$ cat src/rtl/prng_share_ctrl_pkg.sv
// Shared types and default parameters for the PRNG sharing controller.
package prng_ctrl_pkg;

    typedef enum logic [1:0] {
        LOAD  = 2'd0,
        WARM  = 2'd1,
        SERVE = 2'd2
    } state_e;

    localparam int         DEF_NUM_REQ  = 4;
    localparam int         DEF_WIDTH    = 8;
    localparam int         DEF_WARMUP   = 16;
    localparam logic [7:0] DEFAULT_SEED = 8'hA5;

endpackage

$ cat src/rtl/prng_share_ctrl_if.sv
// Requester-side bus: level requests and reseed in, grant pulse and word out.
interface prng_share_ctrl_if
    import prng_ctrl_pkg::*;
#(
    parameter int NUM_REQ = DEF_NUM_REQ,
    parameter int WIDTH   = DEF_WIDTH
);
    logic [NUM_REQ-1:0] req;
    logic [NUM_REQ-1:0] gnt;
    logic [WIDTH-1:0]   rnd_out;
    logic               seed_load;
    logic [WIDTH-1:0]   seed_in;

    // consumers / wrapper side
    modport master (output req, seed_load, seed_in, input gnt, rnd_out);
    // controller side
    modport slave  (input req, seed_load, seed_in, output gnt, rnd_out);
endinterface

$ cat src/rtl/prng_share_ctrl_rr_arbiter.sv
// Combinational round-robin pick: first set request at or after ptr, wrapping.
module rr_arbiter
    import prng_ctrl_pkg::*;
#(
    parameter int NUM_REQ = DEF_NUM_REQ,
    localparam int PW     = $clog2(NUM_REQ)
) (
    input  logic [NUM_REQ-1:0] req,
    input  logic [PW-1:0]      ptr,
    output logic [NUM_REQ-1:0] gnt_next,
    output logic [PW-1:0]      winner,
    output logic               any
);

    int j;

    // scan from the pointer; the first hit wins and later hits are ignored
    always_comb begin
        gnt_next = '0;
        winner   = '0;
        any      = 1'b0;
        j        = 0;
        for (int i = 0; i < NUM_REQ; i++) begin
            j = int'(ptr) + i;
            if (j >= NUM_REQ) j = j - NUM_REQ;
            if (!any && req[j]) begin
                any         = 1'b1;
                winner      = PW'(j);
                gnt_next[j] = 1'b1;
            end
        end
    end

endmodule

$ cat src/rtl/prng_share_ctrl.sv
// Seeds and warms up the PRNG core, then shares it round-robin so each
// grant carries a word that no other grant has seen.
module prng_share_ctrl
    import prng_ctrl_pkg::*;
#(
    parameter int NUM_REQ                  = DEF_NUM_REQ,
    parameter int WIDTH                    = DEF_WIDTH,
    parameter int WARMUP                   = DEF_WARMUP,
    parameter logic [WIDTH-1:0] DEFAULT_SEED = WIDTH'(prng_ctrl_pkg::DEFAULT_SEED)
) (
    input  logic                 clk,
    input  logic                 rst_n,
    input  logic                 ena,
    prng_share_ctrl_if.slave     bus,
    output logic                 prng_load,
    output logic [WIDTH-1:0]     prng_seed,
    output logic                 prng_step,
    input  logic [WIDTH-1:0]     prng_data,
    output logic                 busy
);

    localparam int CW = $clog2(WARMUP + 1);
    localparam int PW = $clog2(NUM_REQ);

    state_e             state, state_nxt;
    logic [CW-1:0]      cnt, cnt_nxt;
    logic [PW-1:0]      ptr;
    logic [WIDTH-1:0]   seed_reg;
    logic [NUM_REQ-1:0] gnt_r;
    logic [WIDTH-1:0]   rnd_r;
    logic               fire;

    logic [NUM_REQ-1:0] arb_gnt;
    logic [PW-1:0]      arb_idx;
    logic               arb_any;

    rr_arbiter #(.NUM_REQ(NUM_REQ)) u_arb (
        .req      (bus.req),
        .ptr      (ptr),
        .gnt_next (arb_gnt),
        .winner   (arb_idx),
        .any      (arb_any)
    );

    // state register; reset always returns to LOAD
    always_ff @(posedge clk) begin
        if (!rst_n) state <= LOAD;
        else        state <= state_nxt;
    end

    // next state and core strobes; ena low freezes everything
    always_comb begin
        state_nxt = state;
        cnt_nxt   = cnt;
        prng_load = 1'b0;
        prng_step = 1'b0;
        fire      = 1'b0;
        if (ena) begin
            case (state)
                LOAD: begin
                    prng_load = 1'b1;
                    state_nxt = WARM;
                    cnt_nxt   = '0;
                end
                WARM: begin
                    prng_step = 1'b1;
                    if (cnt == CW'(WARMUP - 1)) state_nxt = SERVE;
                    else                        cnt_nxt   = cnt + 1'b1;
                end
                SERVE: begin
                    // stepping on every grant keeps words from being reused
                    fire      = arb_any && !bus.seed_load;
                    prng_step = fire;
                end
                default: state_nxt = LOAD;
            endcase
            // a reseed overrides whatever the current state wanted
            if (bus.seed_load) state_nxt = LOAD;
        end
    end

    // seed, warm counter, pointer and registered grant/word
    always_ff @(posedge clk) begin
        if (!rst_n) begin
            seed_reg <= DEFAULT_SEED;
            cnt      <= '0;
            ptr      <= '0;
            gnt_r    <= '0;
            rnd_r    <= '0;
        end else if (ena) begin
            cnt <= cnt_nxt;
            if (bus.seed_load) begin
                seed_reg <= (bus.seed_in == '0) ? DEFAULT_SEED : bus.seed_in;
                gnt_r    <= '0;
            end else if (fire) begin
                gnt_r <= arb_gnt;
                rnd_r <= prng_data;
                ptr   <= (arb_idx == PW'(NUM_REQ - 1)) ? '0 : arb_idx + 1'b1;
            end else begin
                gnt_r <= '0;
            end
        end else begin
            gnt_r <= '0;
        end
    end

    assign prng_seed   = seed_reg;
    assign busy        = (state != SERVE);
    assign bus.gnt     = gnt_r;
    assign bus.rnd_out = rnd_r;

endmodule

$ cat src/flat_wrapper.sv
// flat-port wrapper written by rule: the top's interface ports become plain ports
module prng_share_ctrl_flat import prng_ctrl_pkg::*;
#(
    parameter int NUM_REQ                  = DEF_NUM_REQ,
    parameter int WIDTH                    = DEF_WIDTH,
    parameter int WARMUP                   = DEF_WARMUP,
    parameter logic [WIDTH-1:0] DEFAULT_SEED = WIDTH'(prng_ctrl_pkg::DEFAULT_SEED)
)
  (clk, rst_n, ena, prng_load, prng_seed, prng_step, prng_data, busy, bus_req, bus_seed_load, bus_seed_in, bus_gnt, bus_rnd_out);
  prng_share_ctrl_if #(.NUM_REQ(NUM_REQ), .WIDTH(WIDTH)) bus_i ();
  input  logic clk;
  input  logic rst_n;
  input  logic ena;
  output logic prng_load;
  output logic [WIDTH-1:0] prng_seed;
  output logic prng_step;
  input  logic [WIDTH-1:0] prng_data;
  output logic busy;
  input wire logic [$bits(bus_i.req)-1:0] bus_req;
  input wire logic [$bits(bus_i.seed_load)-1:0] bus_seed_load;
  input wire logic [$bits(bus_i.seed_in)-1:0] bus_seed_in;
  output wire logic [$bits(bus_i.gnt)-1:0] bus_gnt;
  output wire logic [$bits(bus_i.rnd_out)-1:0] bus_rnd_out;
  assign bus_i.req = bus_req;
  assign bus_i.seed_load = bus_seed_load;
  assign bus_i.seed_in = bus_seed_in;
  assign bus_gnt = bus_i.gnt;
  assign bus_rnd_out = bus_i.rnd_out;
  prng_share_ctrl #(.NUM_REQ(NUM_REQ), .WIDTH(WIDTH), .WARMUP(WARMUP), .DEFAULT_SEED(DEFAULT_SEED)) u_core (.clk(clk), .rst_n(rst_n), .ena(ena), .bus(bus_i), .prng_load(prng_load), .prng_seed(prng_seed), .prng_step(prng_step), .prng_data(prng_data), .busy(busy));
endmodule
$ cat config.mk
export PLATFORM = sky130hd
export DESIGN_NAME = prng_share_ctrl_flat
export DESIGN_NICKNAME = d
export VERILOG_FILES = /design/src/rtl/prng_share_ctrl_pkg.sv /design/src/rtl/prng_share_ctrl_if.sv /design/src/rtl/prng_share_ctrl_rr_arbiter.sv /design/src/rtl/prng_share_ctrl.sv /design/src/flat_wrapper.sv
export SDC_FILE = /design/constraint.sdc
export NUM_CORES = 1
export LEC_CHECK = 0
export BUFFER_PORTS_ARGS = -buffer_cell sky130_fd_sc_hd__buf_2
export CAP_MARGIN = 20
export CELL_PAD_IN_SITES_DETAIL_PLACEMENT = 1
export CELL_PAD_IN_SITES_GLOBAL_PLACEMENT = 2
export CORE_MARGIN = 3
export CORE_UTILIZATION = 25
export CTS_CLUSTER_SIZE = 16
export DETAILED_ROUTE_END_ITERATION = 16
export PLACE_DENSITY = 0.63
export REMOVE_ABC_BUFFERS = 1
export SLEW_MARGIN = 20
export SYNTH_ARGS = -nofsm -noshare
export SYNTH_HDL_FRONTEND = slang
export SYNTH_HIERARCHICAL = 1
export SYNTH_SLANG_ARGS = --single-unit
$ cat constraint.sdc
create_clock -name clk -period 3.7 [get_ports clk]
set_input_delay 0.555 -clock clk [delete_from_list [all_inputs] [get_ports clk]]
set_output_delay 0.555 -clock clk [all_outputs]
set_load 0.005 [all_outputs]
After elaboration in Yosys (flattened, before gate mapping)
Index checks and enable logic that the tools add are counted.

Reductions and logical operators: 20. $add $sub $neg: 9. Magnitude comparators: 12. Multiplexer cells: 49. Equal/unequal tests: 8. Bitwise gates (word level): 7.

Operator list (number): $ge 32x1->1 const B (4); $lt 32x4->1 const B (4); $mux 32 (4); $mux 1 (21); $mux 4 (4); $mux 2 (7); $or 4x4->4 (3); $sub 3x3->4 const B (3); $pmux 5 s2 (1); $ge 3x3->1 const B (3); $reduce_and 3->1 (3); $bmux 1 s2 (4); $demux 1 s2 (4); $logic_and 1x1->1 (8); $logic_not 8->1 (1); $mux 8 (1); $add 2x2->3 const B (2); $ne 2x2->1 const B (3); $pmux 2 s3 (1); $add 5x1->5 const B (1); $eq 5x4->1 const B (1); $mux 5 (1); $eq 2x2->1 const B (2); $logic_not 1->1 (4); 12 further kinds (15).

Input port bits: 24. Bits in registers: 29. Word-level logic and storage cells: 111. Output and inout port bits: 23.

Logic depth before layout (Yosys ltp)
Word-level depth: 20. Gate-level depth with buffers: 11. Mapped depth without buffers: 9.

Cells and area by module
Netlist, hierarchy kept.

By module, submodules not included: prng_share_ctrl (instances 1, area an instance 1336.3 µm², cells an instance 153, seq. area each 580.6 µm²); rr_arbiter (instances 1, area an instance 460.4 µm², cells an instance 48, seq. area each 0.0 µm²).

Worst setup path before layout
No wires, ideal clock.

Path kind: register to register. Start: register u_core.ptr[0]. End: register u_core.ptr[0]. Required time: 3630 ps. Path buffers: 2. Period minus slack after synthesis: 2748 ps. Arrival time: 2678 ps. Cell stages (with the launch flop): 12. Path slack: 952 ps. Library setup time: 70 ps. Cells stage by stage: dfxtp_1 buf_6 inv_1 ha_1 mux4_2 buf_6 nor4b_4 nor2_1 a32o_1 ha_1 or3_1 a21boi_1.

Elaborated cells on any way between the ends: 48. Classes of those cells: add/sub: 8; order compare: 4; eq/ne: 1; mux: 27; reduce/logical: 8.

RTL lines: start: declaration (RTL line prng_share_ctrl.sv:27) `logic [PW-1:0] ptr;`; start signal: assignment (RTL line prng_share_ctrl.sv:98) `ptr <= (arb_idx == PW'(NUM_REQ - 1)) ? '0 : arb_idx + 1'b1;`; parallel branches: the longest is 14 deep, another holds $sub 3x3->4; $mux 2 * (RTL line prng_share_ctrl_rr_arbiter.sv:26) `if (!any && req[j]) begin`; via u_core.arb_idx[1] (RTL line prng_share_ctrl.sv:34) `logic [PW-1:0] arb_idx;`; $eq 2x2->1 * (RTL line prng_share_ctrl.sv:98); $mux 2 * (RTL line prng_share_ctrl.sv:98).

Mark *: on every way through the listed nets, which the timed path passes. The select of a mux whose other input is x is not followed. A chain may end at the register's enable or synchronous reset.

Worst setup path after layout
Start: register u_core.ptr[0]. End: output prng_step.

Word-level cells in the longest chain between the ends: 18. Elaborated cells on any way between the ends: 40. Classes of those cells: add/sub: 7; order compare: 4; mux: 22; reduce/logical: 7.

Ends and longest elaborated chain: parallel branches: the longest is 14 deep, another holds $sub 3x3->4; $mux 1 * (RTL line prng_share_ctrl_rr_arbiter.sv:26); via u_core.arb_any (RTL line prng_share_ctrl.sv:35) `logic arb_any;`; $logic_and 1x1->1 * (RTL line prng_share_ctrl.sv:72) `fire = arb_any && !bus.seed_load;`; $pmux 1 s2 * (RTL line prng_share_ctrl.sv:59) `case (state)`; $mux 1 * (RTL line prng_share_ctrl.sv:58) `if (ena) begin`; end: declaration (RTL line flat_wrapper.sv:16) `output logic prng_step;`.

Marks and branches as above.

==> impl_metrics.ini <==
[synthesis]
async_reset_ff_frac = 0
synth_area_sq_mm = 0.00180
synth_warnings = 6
syn_inst = 201
yosys.area_share.simple = 0.223
synth_top_family_by_area = compound AO/OA/AOI/OAI gates
yosysSeqAreaShare = 0.323
synth_xor_area_frac = 0
synth_edf_count = 0
avgSynthCellArea_sq_um = 8.94
synth_compound_area_frac = 0.226
ys.flop_type = dfxtp_1
synth_seq_cells = 29
synth_fa_ha_area_frac = 0.0975
synth.distinct_cells = 47
synth.area.mux_share = 0.0745

[clocking]
postCtsHoldBufs = 0
numCtsBuffers = 5
post-cts-setup-buffer-count = 0
cts.sinks = 29
cts_tree = done
clkTransAtPathRegs_ns = 0.07
clkLatencyLatePin_ns = 0.29
clk_path_buf_depth = 2
clockRootBuffer = clkbuf_8
htree_levels = 2
cts_resized = 0

[floorplanning]
num_rows = 30
die_area_sq_mm = 0.00824
num_io_pins = 47
die_y_microns = 90.8
core_area_sq_mm = 0.00687
start_util = 0.262
die_w_microns = 90.8

[sta]
finalMaxSlewViolations = 0
finalSetupViolations = 0
period_share = 0.920
worstMarginPinSlew_ns = 0.607
setup_ws_ns = 0.295
min_period_ns = 3.41
max_slew_margin = 0.594
rsz0062_at_grt = false
clock.fmax_mhz = 294
clock-skew-final_ns = 0.00995
tns_ns = 0
hold_viol_final = 0

[setup_path]
cp-startpoint = u_core/ptr[0]
rrSetupSlack_ns = 0.49
worstPathRequired_ns = 3.14
worst_ep_arrival_time_ns = 2.85
end_kind = output pin
critical-path-max-stage-delay_ns = 0.71
crit_chain = inv_1 -> ha_1 -> mux4_2 -> nor3_1 -> nand2b_1 -> a31oi_1 -> nor2_1 -> buf_2
slowest_stage = dfxtp_1
cp_num_buf_inv = 2
path_depth = 8
r2r-start = u_core/ptr[0]
cp_top_family = flip-flops
r2r_end = u_core/ptr[0]
crit_type = register to output pin
path_max_fanout = 15
ff2ff_path_depth = 9
cp-endpoint = prng_step
cp-start-kind = register

[finish]
n_antenna_cell = 0
drive_gt1_frac = 0.258
fin_cells = 340
fin_nets = 281
mostFrequentLayoutCells = buf_2, nand2_1, dfxtp_1
area_growth_pct = 21.0
final_util = 0.316
final_common_cell = buf_2
fill_cells = 845

[job]
cap_violations = 0

[power_and_ir_drop]
leakagePower_nw = 0.875
p_sw_uw = 182
clockPowerShare = 0.399
combPwrFrac = 0.116
seqPwrFrac = 0.484
power_density_mw_per_mm2 = 305
intPower_uw = 482
ir_drop_mv = 0.111
sw_frac_of_total = 0.274
total_power_uw = 663

[routing]
drc_errors = 0
vias = 1582
vias_per_cell = 4.65
firstDrtPassIters = 4
drtAntennaViolNets = 0
routed_wl_microns = 4650
dr.first_iter.drc_count = 35
wl_per_cell_microns = 13.7

[placed_design]
placed_cells = 332
place.detailed.hpwl_microns = 3400
port_buffers = 46
place_ws_ns = 0.495
place.gp.congestion = 0.750

[global_route]
grt_max_degree = 30
track_usage = 0.116
antenna_found_initial = 0
grt_pass1_vias = 1577
grt_pass1_wl_microns = 7710
gr-total-overflow = 0

[min_path]
min_path_type = register to register

[outcome]
status = complete, no violations
## how the worst min path moves through the flow
stage	startpoint	endpoint	slack, ns	cells after the start
floorplan	u_core/bus.rnd_out[0]	u_core/bus.rnd_out[0]	0.45	2
global placement	u_core/prng_seed[3]	u_core/prng_seed[3]	0.44	2
detailed placement	u_core/prng_seed[6]	u_core/prng_seed[6]	0.45	2
CTS	u_core/prng_seed[6]	u_core/prng_seed[6]	0.46	2
global route	u_core/prng_seed[6]	u_core/prng_seed[6]	0.47	2
finish	u_core/prng_seed[3]	u_core/prng_seed[3]	0.45	2
## area by class of cell
| class | instances | area [sq um] | area share |
|---|---|---|---|
| Inverter | 9 | 33.8 | 0.0155 |
| Tap cell | 96 | 120 | 0.0553 |
| Sequential cell | 29 | 581 | 0.267 |
| Clock inverter | 3 | 17.5 | 0.00806 |
| Clock buffer | 5 | 68.8 | 0.0317 |
| Multi-Input combinational cell | 151 | 1110 | 0.513 |
| Timing Repair Buffer | 47 | 238 | 0.109 |
## power by group through the flow
stage / logic, mW / clock network [mW] / registers [mW]
3_5_place_dp: 0.0787 / 0 / 0.328
2_1_floorplan: 0.0404 / 0 / 0.328
6_report: 0.0771 / 0.265 / 0.321
4_1_cts: 0.0790 / 0.281 / 0.321
5_1_grt: 0.0876 / 0.293 / 0.322
3_3_place_gp: 0.0792 / 0 / 0.328
## synthesized netlist by cell type, types with 2 or more instances
master	instances	area share
a21boi_1	15	0.063
mux2_2	2	0.013
and3_1	5	0.017
clkbuf_1	6	0.013
dfxtp_1	29	0.32
a22oi_1	8	0.033
buf_6	2	0.013
mux4_1	3	0.044
and3b_1	2	0.0098
nand2b_1	2	0.0070
or4b_1	2	0.011
buf_2	3	0.0084
o21ai_0	8	0.022
nor2_1	7	0.015
a211oi_1	4	0.017
and2_1	5	0.017
o211ai_1	3	0.013
nor4_2	2	0.014
inv_1	9	0.019
nor3b_1	2	0.0084
a21boi_0	5	0.021
ha_1	14	0.097
o21ai_1	4	0.011
nand2_1	36	0.075
## tightest hold or removal path: cells and delay by family (launching register included)
family             cells  cell delay (ns)
and+or+nand+nor        1             0.05
DFF                    1             0.31
AOI/OAI and AO/OA      1             0.05
## state kept, by name (all words and copies together) (netlist names)
name,flops
u_core/ptr,2
u_core/prng_seed,8
u_core/cnt,5
u_core/state,2
u_core/bus.gnt,4
u_core/bus.rnd_out,8
## per-layer routing
layer / track usage / vias up / routed length (microns)
met3: 0.0333 / 7 / 241
met1: 0.144 / 737 / 2290
met2: 0.186 / 33 / 2040
li1: - / 805 / -
met4: 0.0490 / 0 / 81
met5: 0 / - / 0
## cells by family (layout without fill, tap and decap cells)
| kind of cell | Yosys count | in the layout |
|---|---|---|
| flip-flops | 29 | 29 |
| AO/OA/AOI/OAI | 57 | 57 |
| AND/OR/NAND/NOR | 73 | 73 |
| adder cells (fa/ha/maj) | 14 | 14 |
| buffers and inverters | 21 | 64 |
| multiplexers | 7 | 7 |
## metrics by stage
| step | hold WS [ns] | instance area, sq um |
|---|---|---|
| 2_1_floorplan | 0.451 | 1730 |
| 5_1_grt | 0.475 | 2170 |
| 4_1_cts | 0.456 | 2170 |
| 3_3_place_gp | 0.443 | 2090 |
| 3_5_place_dp | 0.446 | 2090 |
| 6_report | 0.452 | 2170 |
Note: power is estimated with default switching activity, not from simulation.
